<file path="src/rtl/mem_stage.sv">
// Load/store stage: captures the EX/MEM bundle, runs one data-memory req/ready
// transaction with alignment checks and store formatting, and emits one write-back result.
module mem_stage #(
    parameter int TIMEOUT_CYCLES = 255
) (
    input  logic        clk,
    input  logic        rst,
    input  logic        tick_exmem,
    input  logic [31:0] alu_result_in,
    input  logic [31:0] rs2_data_in,
    input  logic [2:0]  funct3_in,
    input  logic        mem_read_in,
    input  logic        mem_write_in,
    input  logic [4:0]  rd_in,
    input  logic        reg_write_in,
    output logic        dmem_req,
    output logic        dmem_we,
    output logic [31:0] dmem_addr,
    output logic [31:0] dmem_wdata,
    output logic [3:0]  dmem_wstrb,
    input  logic        dmem_ready,
    input  logic [31:0] dmem_rdata,
    output logic [31:0] wb_data,
    output logic [4:0]  wb_rd,
    output logic        wb_we,
    output logic        done,
    output logic        busy,
    output logic        misaligned,
    output logic        bus_err
);

    typedef enum logic [1:0] {S_IDLE, S_ACCESS, S_DONE} state_t;

    localparam logic [7:0] TO_LAST = 8'(TIMEOUT_CYCLES - 1);

    state_t      state_q, state_d;
    logic [7:0]  cnt_q, cnt_d;
    logic [1:0]  lane_q, lane_d;
    logic [2:0]  f3_q, f3_d;
    logic [4:0]  rd_q, rd_d;
    logic        rw_q, rw_d;
    logic        is_load_q, is_load_d;
    logic        req_q, req_d;
    logic        we_q, we_d;
    logic [31:0] addr_q, addr_d;
    logic [31:0] wdata_q, wdata_d;
    logic [3:0]  wstrb_q, wstrb_d;
    logic [31:0] wb_data_q, wb_data_d;
    logic [4:0]  wb_rd_q, wb_rd_d;
    logic        wb_we_q, wb_we_d;
    logic        done_q, done_d;
    logic        mis_q, mis_d;
    logic        err_q, err_d;

    logic        in_illegal, in_misal;
    logic [31:0] st_wdata;
    logic [3:0]  st_wstrb;
    logic [7:0]  ld_byte;
    logic [15:0] ld_half;
    logic [31:0] ld_val;

    // Decode of the incoming bundle, evaluated only when a tick is accepted.
    always_comb begin
        in_illegal = (mem_read_in & mem_write_in)
                   | (mem_read_in & ((funct3_in == 3'b011) || (funct3_in[2:1] == 2'b11)))
                   | (mem_write_in & (funct3_in >= 3'b011));
        in_misal   = ((funct3_in[1:0] == 2'b01) & alu_result_in[0])
                   | ((funct3_in[1:0] == 2'b10) & (|alu_result_in[1:0]));
        case (funct3_in[1:0])
            2'b00: begin
                st_wdata = {4{rs2_data_in[7:0]}};
                st_wstrb = 4'b0001 << alu_result_in[1:0];
            end
            2'b01: begin
                st_wdata = {2{rs2_data_in[15:0]}};
                st_wstrb = alu_result_in[1] ? 4'b1100 : 4'b0011;
            end
            default: begin
                st_wdata = rs2_data_in;
                st_wstrb = 4'b1111;
            end
        endcase
    end

    always_comb begin
        ld_byte = 8'(dmem_rdata >> {lane_q, 3'b000});
        ld_half = lane_q[1] ? dmem_rdata[31:16] : dmem_rdata[15:0];
        case (f3_q)
            3'b000:  ld_val = {{24{ld_byte[7]}}, ld_byte};
            3'b001:  ld_val = {{16{ld_half[15]}}, ld_half};
            3'b100:  ld_val = {24'd0, ld_byte};
            3'b101:  ld_val = {16'd0, ld_half};
            default: ld_val = dmem_rdata;
        endcase
    end

    always_comb begin
        state_d   = state_q;
        cnt_d     = cnt_q;
        lane_d    = lane_q;
        f3_d      = f3_q;
        rd_d      = rd_q;
        rw_d      = rw_q;
        is_load_d = is_load_q;
        req_d     = req_q;
        we_d      = we_q;
        addr_d    = addr_q;
        wdata_d   = wdata_q;
        wstrb_d   = wstrb_q;
        wb_data_d = wb_data_q;
        wb_rd_d   = wb_rd_q;
        wb_we_d   = 1'b0;
        done_d    = 1'b0;
        mis_d     = 1'b0;
        err_d     = 1'b0;
        case (state_q)
            S_IDLE: begin
                if (tick_exmem) begin
                    lane_d    = alu_result_in[1:0];
                    f3_d      = funct3_in;
                    rd_d      = rd_in;
                    rw_d      = reg_write_in;
                    is_load_d = mem_read_in;
                    if (!mem_read_in && !mem_write_in) begin
                        state_d   = S_DONE;
                        done_d    = 1'b1;
                        wb_rd_d   = rd_in;
                        wb_data_d = alu_result_in;
                        wb_we_d   = reg_write_in;
                    end else if (in_illegal || in_misal) begin
                        state_d = S_DONE;
                        done_d  = 1'b1;
                        wb_rd_d = rd_in;
                        err_d   = in_illegal;
                        mis_d   = !in_illegal;
                    end else begin
                        state_d = S_ACCESS;
                        cnt_d   = 8'd0;
                        req_d   = 1'b1;
                        we_d    = mem_write_in;
                        addr_d  = {alu_result_in[31:2], 2'b00};
                        wdata_d = mem_write_in ? st_wdata : 32'd0;
                        wstrb_d = mem_write_in ? st_wstrb : 4'b0000;
                    end
                end
            end
            S_ACCESS: begin
                // Ready wins over a timeout landing on the same cycle.
                if (dmem_ready || (cnt_q == TO_LAST)) begin
                    state_d = S_DONE;
                    done_d  = 1'b1;
                    wb_rd_d = rd_q;
                    req_d   = 1'b0;
                    we_d    = 1'b0;
                    addr_d  = 32'd0;
                    wdata_d = 32'd0;
                    wstrb_d = 4'b0000;
                    if (!dmem_ready) begin
                        err_d = 1'b1;
                    end else if (is_load_q) begin
                        wb_data_d = ld_val;
                        wb_we_d   = rw_q;
                    end
                end else begin
                    cnt_d = cnt_q + 8'd1;
                end
            end
            default: state_d = S_IDLE;
        endcase
    end

    always_ff @(posedge clk or negedge rst) begin
        if (!rst) begin
            state_q   <= S_IDLE;
            cnt_q     <= 8'd0;
            lane_q    <= 2'd0;
            f3_q      <= 3'd0;
            rd_q      <= 5'd0;
            rw_q      <= 1'b0;
            is_load_q <= 1'b0;
            req_q     <= 1'b0;
            we_q      <= 1'b0;
            addr_q    <= 32'd0;
            wdata_q   <= 32'd0;
            wstrb_q   <= 4'b0000;
            wb_data_q <= 32'd0;
            wb_rd_q   <= 5'd0;
            wb_we_q   <= 1'b0;
            done_q    <= 1'b0;
            mis_q     <= 1'b0;
            err_q     <= 1'b0;
        end else begin
            state_q   <= state_d;
            cnt_q     <= cnt_d;
            lane_q    <= lane_d;
            f3_q      <= f3_d;
            rd_q      <= rd_d;
            rw_q      <= rw_d;
            is_load_q <= is_load_d;
            req_q     <= req_d;
            we_q      <= we_d;
            addr_q    <= addr_d;
            wdata_q   <= wdata_d;
            wstrb_q   <= wstrb_d;
            wb_data_q <= wb_data_d;
            wb_rd_q   <= wb_rd_d;
            wb_we_q   <= wb_we_d;
            done_q    <= done_d;
            mis_q     <= mis_d;
            err_q     <= err_d;
        end
    end

    assign dmem_req   = req_q;
    assign dmem_we    = we_q;
    assign dmem_addr  = addr_q;
    assign dmem_wdata = wdata_q;
    assign dmem_wstrb = wstrb_q;
    assign wb_data    = wb_data_q;
    assign wb_rd      = wb_rd_q;
    assign wb_we      = wb_we_q;
    assign done       = done_q;
    assign busy       = (state_q != S_IDLE);
    assign misaligned = mis_q;
    assign bus_err    = err_q;

endmodule

</file>
<file path="config.mk">
export PLATFORM = sky130hd
export DESIGN_NAME = mem_stage
export DESIGN_NICKNAME = d
export VERILOG_FILES = /design/src/rtl/mem_stage.sv
export SDC_FILE = /design/constraint.sdc
export NUM_CORES = 1
export LEC_CHECK = 0
export CORE_MARGIN = 3
export CORE_UTILIZATION = 46
export CTS_CLUSTER_SIZE = 16
export DETAILED_ROUTE_END_ITERATION = 8
export PLACE_DENSITY_LB_ADDON = 0.15
export SKIP_CTS_REPAIR_TIMING = 1
export SLEW_MARGIN = 20
export SYNTH_ARGS = -nofsm -noshare
export SYNTH_HDL_FRONTEND = slang
export SYNTH_SLANG_ARGS = --single-unit
</file>
<file path="constraint.sdc">
create_clock -name clk -period 2 [get_ports clk]
set_input_delay 0.4 -clock clk [delete_from_list [all_inputs] [get_ports clk]]
set_output_delay 0.4 -clock clk [all_outputs]
set_load 0.01 [all_outputs]
</file>
==> run metrics <==
status completed; first-pass GRT wire length 32.0 mm; via/cell ratio 5.67; DIE AREA 0.0154 sq mm; reg2reg path depth 9; Worst Setup EP busy; H-Tree Depth 4; final instance area 0.00979 sq mm; Row Count 42; f_max 516 MHz; port bufs 220; share of the synthesized area in the top cell type 0.512; critical path data required time 1.60 ns; TritonCTS clock tree done; DRC 0; post-synthesis sequential area ratio 0.512; initial antenna violation count 0; die height 124 um; RSZ-0062 raised after global routing false; CP top delay family buffers and inverters; Final HPWL DP 15.1 mm; Yosys Warn Count 0; Mapped Area 0.00640 sq mm; antenna viol nets, final 0; Setup TNS 0 ns; slack of the worst reg-to-reg path 0.13 ns; Worst Skew 0.00589 ns; final WL 20.6 mm; Mean Syn Cell Area 10.1 sq um; Worst VDD drop 0.000547 V; crit path max fanout 5; vias in the first global route 6168; vias 6058; gr usage total 0.270; Top Ports 223; CP Cell Sequence nor2_2, inv_1, clkdlybuf4s50_1; Critical Path Sink Type primary output; Routed WL per cell 19.3 um; number of cells on the critical path 3; leakage power 4.27 nW; area post-placement 0.00907 sq mm; Worst Path Arrival 1.54 ns; largest cells by area after synthesis dfrtp_1 51%, a22o_1 6.7%, nand2_1 5.6%, mux2i_1 5.2%, o21ai_0 3.3%; clock-pin transition on the worst setup and hold timing paths 0.06 ns; initial core utilization 0.478; reg2reg end dmem_addr[30]; Yosys reg bits 131; worst path buffer plus inverter count 2; Worst path max stage delay 0.47 ns; CP Class flop to primary output; largest net degree at the start of global routing 49; Pins Over Slew Limit 0; r2r startpoint cnt_q[0]; Worst-Skew Late Latency 0.42 ns; Final Hold Fails 0; count of routing violations after the opening detailed-route iteration 411; final core utilization 0.731; maxcap violations 0; pwr/cell area 1150 mW/mm^2; clock tree buffer depth 2; Non-Filler Instances 1069; Final Cycle Share 0.969; Cells after Synth 634; Slew headroom 0.635; worst hold margin 0.481 ns; Placed Cells 1033; Critical path origin state_q[0]; CTS Buf Count 17; routability cong. 0.912; Post-synth EDFFs 0; ys async rst share 1.00; Worst path slowest cell clkdlybuf4s50_1; clock period minus worst slack 1.94 ns; area grow syn2layout 52.9%; Pre-antenna DRT Iters 5; layout cells sized above 1 0.122; most frequently used flop master after synthesis dfrtp_1; hold crit path type flop to flop; antenna cells 0; CTS root buffer clkbuf_16; Core Area 0.0134 sq mm; die extent in x 124 um; Worst Tran Pin Value 0.545 ns; Final Net Count 993; setup violators final 0; TritonCTS Sinks 131; CP Launch Type flop; grt ovf 0; Yosys top cell by area dfrtp_1; unique cell type count in the Yosys netlist 52
==> cell type report <==
class                      instances  area [sq um]
clock buffer                      20           457
sequential                       131          3280
timing repair buffer             278          2730
fill                             967          3610
tap                              176           220
clock inverter                    12           201
multi-input combinational        438          2850
inverter                          14          52.6
==> report_power, final <==
group	total [mW]	switching [mW]	internal, mW
clock	3.45	1.17	2.28
combinational	3.83	1.64	2.19
sequential	3.96	0.521	3.43
==> registers in the layout, indices dropped and copies added (netlist names) <==
| name | cells |
|---|---|
| wb_data | 32 |
| bus_err | 1 |
| dmem_wdata | 32 |
| rw_q | 1 |
| f3_q | 3 |
| done | 1 |
| wb_rd | 5 |
| dmem_req | 1 |
| misaligned | 1 |
| state_q | 2 |
| lane_q | 2 |
| dmem_we | 1 |
| dmem_addr | 30 |
| rd_q | 5 |
| cnt_q | 8 |
| wb_we | 1 |
| is_load_q | 1 |
| dmem_wstrb | 4 |
==> worst min path at each step <==
stage	from	end	cells past startpoint
detailed placement	rst	dmem_addr[15]	1
global route	is_load_q	is_load_q	2
CTS	rst	dmem_addr[15]	1
floorplan	rst	bus_err	0
global placement	rst	dmem_addr[15]	1
finish	rd_q[0]	rd_q[0]	2
==> through the flow <==
stage | setup slack (ns) | power (mW)
after global routing | 0.00548 | 11.8
after floorplan | 0.201 | 5.54
after detailed placement | -0.501 | 7.78
after CTS | -0.0826 | 11.3
final | 0.0614 | 11.2
after global placement | -0.414 | 7.67
==> worst reg2reg max path, stage by stage (launching register included) <==
cell and delay, ns:
dfrtp_1 0.41, inv_1 0.07, ha_1 0.13, nand3_1 0.12, nor2_1 0.18, o21ai_1 0.08, buf_4 0.16, o2bb2ai_4 0.14
buf_12 0.18, a22o_1 0.28
==> cell usage after synthesis, drive strengths merged (2+ instances only) <==
library cell and count:
buf 31, o21ai 62, o211ai 7, a31oi 8, nand3 6, o221ai 2
clkbuf 21, nand2 95, nor2 32, nand2b 8, o2bb2ai 19, a21o 5
mux2 8, ha 2, a211oi 9, mux2i 34, inv 14, xnor2 3
nor2b 4, o21bai 6, nor3b 8, a22oi 8, dfrtp 131, a22o 49
a21oi 36, nor3 13
==> kinds of logic (layout without fill, tap and decap cells) <==
kind of cell / Yosys count / count (layout) / synth area share
xor+xnor: 4 / 4 / 0.00547
simple gates: 171 / 171 / 0.120
mux: 43 / 43 / 0.0727
buf+inv: 66 / 324 / 0.0492
flops: 131 / 131 / 0.512
other cells: 1 / 2 / 0.000586
fa+ha+maj: 2 / 2 / 0.00391
compound gates: 216 / 216 / 0.236
==> cell usage in the layout (no fill, tap or decap), drive strengths merged, types with 9 or more instances in the layout <==
cell type      netlist  final
nor3                13     13
inv                 14     15
a211oi               9      9
nand2               95     95
clkdlybuf4s50        0    218
o21ai               62     62
mux2i               34     34
dfrtp              131    131
o2bb2ai             19     19
buf                 31     58
a22o                49     49
a21oi               36     36
clkbuf              21     20
nor2                32     32
==> routing by layer <==
layer,GRT usage,share of wire,vias to the layer above
met1,0.336,0.40,2995
met2,0.445,0.49,256
li1,-,-,2763
met3,0.0840,0.081,44
met5,0,0,-
met4,0.0986,0.027,0
No activity file was read; power rests on OpenSTA's default activity.
==> RTL change 1, RTL diff (same settings) <==
Register the output `bus_err` once more, without a reset; this adds one clock of latency there. The other outputs are not delayed to match.
--- a/src/rtl/mem_stage.sv
+++ b/src/rtl/mem_stage.sv
@@ -222,7 +222,9 @@
     assign done       = done_q;
     assign busy       = (state_q != S_IDLE);
     assign misaligned = mis_q;
-    assign bus_err    = err_q;
+    always_ff @(posedge clk) begin
+        bus_err <= err_q;
+    end
 
 endmodule
 
Formal check against the unedited RTL: not equivalent (Yosys sat finds a counterexample within 4 cycles, from zero or initial values and one cycle with rst low).
==> RTL change 1 against the original RTL <==
Final area fell by 0.64%. Die area grew 0.30%. Final cell count up 0.56%. Worst setup slack better by 0.033 ns. Power decreased by 5.0%. Wire length decreased by 2.1%. First-iteration DRC count rose by 29%. Clock skew fell by 0.00070 ns. Area after synthesis rose by 0.31%. Global-route usage down 0.34 points. Fmax grew 1.7%. Sequential cell count is 1 higher.
==> RTL change 1: results (changes against the original RTL) <==
## GRT
- **maximum number of pins on one net before global-route repair** 51, +4.1%
- **global router's overall resource usage** 26.7%, -0.34 points
- **met1 track demand over resource in global routing** 35.5%, +1.9 points
- **routing usage on met3** 6.22%, -2.2 points
- **first-pass GRT wire length** 31.7 mm, -0.82%
- **met2 Track Usage GR** 42.8%, -1.7 points
- **GRT busiest layer** met2
- **antenna violations before repair** 0, unchanged

## Finish
- **antenna cell count** 0, unchanged
- **proportion of layout cells with a drive suffix above 1** 12.5%, +0.25 points
- **sequential standard cell area** 3300 um2, +0.65%
- **layout net count** 999, +0.60%
- **fill cell total of the finished layout** 976, +0.93%

## Yosys
- **proportion of synthesized chip area in sequential cells** 51.4%, +0.15 points
- **number of distinct standard cells referenced by the synthesized netlist** 53, +1.9%
- **main area contributors after synthesis** dfrtp_1 51%, a22o_1 6.7%, nand2_1 5.6%, mux2i_1 5.1%, o21ai_0 3.3%
- **fraction of registers with async set or reset after synthesis** 99.2%, -0.76 points
- **Synthesis Warnings** 0, unchanged
- **most frequent cells after synthesis** 131 x dfrtp_1, 95 x nand2_1, 49 x a22o_1

## Routing
- **Detailed Routing Iterations Pass 1** 5, unchanged
- **sum of met2 wire segment lengths after detailed routing** 9.79 mm, -3.5%
- **starting DRC count in detailed routing** 531, +29%
- **max layer used** met4
- **sum of met3 wire segment lengths after detailed routing** 1.57 mm, -5.9%
- **sum of routed wire segments on met1** 8.33 mm, +1.2%
- **total length of routed wires** 20.2 mm, -2.1%
- **drt via density** 5.65, -0.33%

## Placement
- **last weighted congestion value of the routability-driven placer** 0.942, +3.3%
- **worst setup slack before clock tree synthesis** -0.336 ns, +0.165 ns
- **Area after DPL** 9130 um2, +0.66%
- **quantity of I/O buffers inserted on ports** 220, unchanged
- **half-perimeter wire length after placement** 14.9 mm, -1.0%

## CTS
- **total CTS buffers** 17, unchanged
- **clock-pin slew on the worst setup and hold paths** 0.05 ns
- **Max Buffers Root-to-Sink** 2, unchanged
- **insertion delay of the later-clocked pin in the worst-skew pair** 0.41 ns
- **Clock H-tree levels** 4, unchanged
- **CTS root buffer** clkbuf_16

## Setup path
- **worst path arrival time** 2.20 ns, +0.66 ns
- **worst reg2reg setup slack** 0.11 ns, -0.02 ns
- **stage delay of the slowest cell on the critical path** 0.53 ns, +0.06 ns
- **cell type of the slowest stage on the worst timing path** clkdlybuf4s50_1
- **Worst Path Max Fanout** 6, +1

## Timing
- **relative slew slack** 64.1%, +0.60 points
- **final clock skew** 0.00520 ns, -0.000699 ns
- **setup ws final** 0.0946 ns, +0.0332 ns

## Power
- **worst-case vdd ir drop** 0.000461 V, -16%
- **leakage power** 4.27 nW, about the same

## Min path
- **Hold WC Path Type** flop to flop

## Outcome
- **result of the run** complete, no violations

-- RTL change 1: cell count changes after synthesis --
cell,before,now
dfxtp_1,0,1
-- RTL change 1: kinds of logic (layout without fill, tap and decap cells) --
group	Yosys count	count (layout)	synth area share, %
adders and majority gates	2	2	0.390
other	1	2	0.0584
muxes	43	43	7.25
DFF	132	132	51.4
AOI/OAI and AO/OA	216	216	23.6
xor gates and xnor gates	4	4	0.546
buffers and inverters	66	329	4.91
and+or+nand+nor	171	171	11.9
-- RTL change 1: worst max-delay path, delay by kind of cell --
family / cells / cell delay [ns]
buf+inv: 3 / 0.85
compound gates: 3 / 0.52
mux: 1 / 0.37
simple gates: 1 / 0.05
-- RTL change 1: stage by stage --
step | hold slack, ns | TNS (ns) | total power (W) | instances
floorplan | 0.104 | 0 | 0.00556 | 636
global placement | 0.337 | -23.00 | 0.00769 | 1041
detailed placement | 0.330 | -27.36 | 0.00780 | 1041
CTS | -0.0611 | -0.0648 | 0.0107 | 1073
global route | 0.359 | 0 | 0.0113 | 1075
finish | 0.340 | 0 | 0.0107 | 1075
-- RTL change 1: area by class of cell --
cell class	instances	area share [%]
tap	176	2.26
clock buffer	29	5.56
multi-input combinational	438	29.2
clock inverter	3	0.180
timing repair buffer	283	28.4
inverter	14	0.540
sequential	132	33.9
-- RTL change 1: final timing paths --
kind,end,startpoint,depth (start not counted)
hold reg to reg,bus_err,err_q,0
setup / recovery,wb_rd[4],mem_write_in,8
setup reg to reg,dmem_wdata[14],cnt_q[0],10
min in group asynchronous,wb_data[16],rst,2
max in group asynchronous,dmem_wdata[21],rst,3
hold / removal,bus_err,err_q,0
-- RTL change 1: report_power, final --
part | switching [W] | internal [W]
sequential | 0.000523 | 0.00346
clock | 0.00109 | 0.00181
combinational | 0.00161 | 0.00218
total | 0.00322 | 0.00746
==> RTL change 2, RTL diff (same flow settings) <==
Made on the original files. Change the parameter `TIMEOUT_CYCLES` from 255 to 127.
--- a/src/rtl/mem_stage.sv
+++ b/src/rtl/mem_stage.sv
@@ -1,7 +1,7 @@
 // Load/store stage: captures the EX/MEM bundle, runs one data-memory req/ready
 // transaction with alignment checks and store formatting, and emits one write-back result.
 module mem_stage #(
-    parameter int TIMEOUT_CYCLES = 255
+    parameter int TIMEOUT_CYCLES = 127
 ) (
     input  logic        clk,
     input  logic        rst,
Behaviour: same outputs for any inputs over 4 cycles, from zero or initial values and one cycle with rst low; that may be too few to reach the edited logic, so the function may still have changed.
==> RTL change 2 against the original RTL <==
Final area barely moved. Sequential share of layout area barely moved. Register-to-register slack lost 0.02 ns. Critical path type is now primary input to flop. Synthesized cell count did not move. Power fell by 1.3%. Wire length up 4.1%. Sequential cell count is the same. Worst setup slack gained 0.044 ns. Highest routed layer unchanged. Area after synthesis barely moved. Die area hardly changed. Count of clock-buffer cells in the layout stayed put. Critical endpoint is now dmem_wdata[24].
==> RTL change 2: results (changes against the original RTL) <==
## GRT
- **first-pass GRT wire length** 33.0 mm, +3.0%
- **maximum number of pins on one net before global-route repair** 45, -8.2%
- **global router's overall resource usage** 28.3%, +1.3 points

## Power
- **leakage power** 4.28 nW, +0.31%
- **P_int** 0.00773 W, -2.1%
- **worst-case vdd ir drop** 0.000548 V, +0.27%

## Yosys
- **main area contributors after synthesis** dfrtp_1 51%, a22o_1 6.7%, nand2_1 5.6%, mux2i_1 5.0%, o21ai_0 3.0%
- **most frequent cells after synthesis** 131 x dfrtp_1, 96 x nand2_1, 49 x a22o_1
- **number of distinct standard cells referenced by the synthesized netlist** 56, +7.7%
- **proportion of synthesized chip area in sequential cells** 51.2%, about the same

## Routing
- **total length of routed wires** 21.4 mm, +4.1%
- **drt via density** 5.71, +0.72%
- **starting DRC count in detailed routing** 472, +15%
- **Detailed Routing Iterations Pass 1** 5, unchanged

## Placement
- **last weighted congestion value of the routability-driven placer** 0.927, +1.7%
- **count of placed standard cells including taps** 1037, +0.39%
- **Area after DPL** 9100 um2, +0.39%
- **worst setup slack before clock tree synthesis** -0.333 ns, +0.168 ns

## Finish
- **number of standard cells in the final layout excluding fillers** 1074, +0.47%
- **proportion of layout cells with a drive suffix above 1** 12.9%, +0.71 points
- **fill cell total of the finished layout** 941, -2.7%

## Setup path
- **Worst Path Max Fanout** 39, +34
- **worst path arrival time** 2.20 ns, +0.66 ns
- **stage delay of the slowest cell on the critical path** 0.51 ns, +0.04 ns

## Timing
- **Max Freq** 528 MHz, +2.3%
- **worst hold margin** 0.475 ns, -0.00668 ns
- **relative slew slack** 63.2%, -0.33 points
- **final clock skew** 0.0104 ns, +0.00447 ns

## CTS
- **clock-pin slew on the worst setup and hold paths** 0.06 ns, about the same

## Outcome
- **result of the run** complete, no violations

## Min path
- **Hold WC Path Type** primary input to asynchronous set/reset pin

-- RTL change 2: cell families (layout without fill, tap and decap cells) --
family / Yosys count / count (layout) / synth area share, %
other: 1 / 2 / 0.0586
buffers and inverters: 65 / 328 / 4.75
AND/OR/NAND/NOR: 172 / 172 / 12.0
adder cells (fa/ha/maj): 2 / 2 / 0.391
XOR/XNOR: 4 / 4 / 0.547
flip-flops: 131 / 131 / 51.2
AO/OA/AOI/OAI: 217 / 217 / 23.9
multiplexers: 42 / 42 / 7.11
-- RTL change 2: power groups by stage --
stage	clock network [W]	logic [W]	registers, W
2_1_floorplan	0	0.00133	0.00421
3_3_place_gp	0	0.00374	0.00397
3_5_place_dp	0	0.00384	0.00399
4_1_cts	0.00326	0.00386	0.00397
5_1_grt	0.00342	0.00416	0.00407
6_report	0.00324	0.00387	0.00398
-- RTL change 2: final timing paths --
check                             start  depth (start not counted)             end
setup / recovery           funct3_in[0]                          8  dmem_wdata[24]
hold / removal                      rst                          2   dmem_addr[19]
setup reg to reg               cnt_q[0]                          9  dmem_wdata[24]
hold reg to reg                 rd_q[3]                          2         rd_q[3]
max in group asynchronous           rst                          3     wb_data[12]
min in group clk                rd_q[3]                          2         rd_q[3]
-- RTL change 2: final cells by class --
| type | instances | area [um2] | share of cell area [%] |
|---|---|---|---|
| clock buffers | 20 | 447 | 4.56 |
| clock inverters | 11 | 160 | 1.64 |
| flip-flops and latches | 131 | 3280 | 33.5 |
| inverters | 14 | 52.6 | 0.537 |
| repair buffers | 283 | 2760 | 28.2 |
| multi-input cells | 439 | 2870 | 29.3 |
| well taps | 176 | 220 | 2.25 |
-- RTL change 2: metal layers --
layer | share of wire (%) | GRT usage (%)
met5 | 0 | 0
met4 | 2.2 | 8.76
met3 | 7.5 | 7.36
met2 | 50 | 46.4
met1 | 41 | 37.0
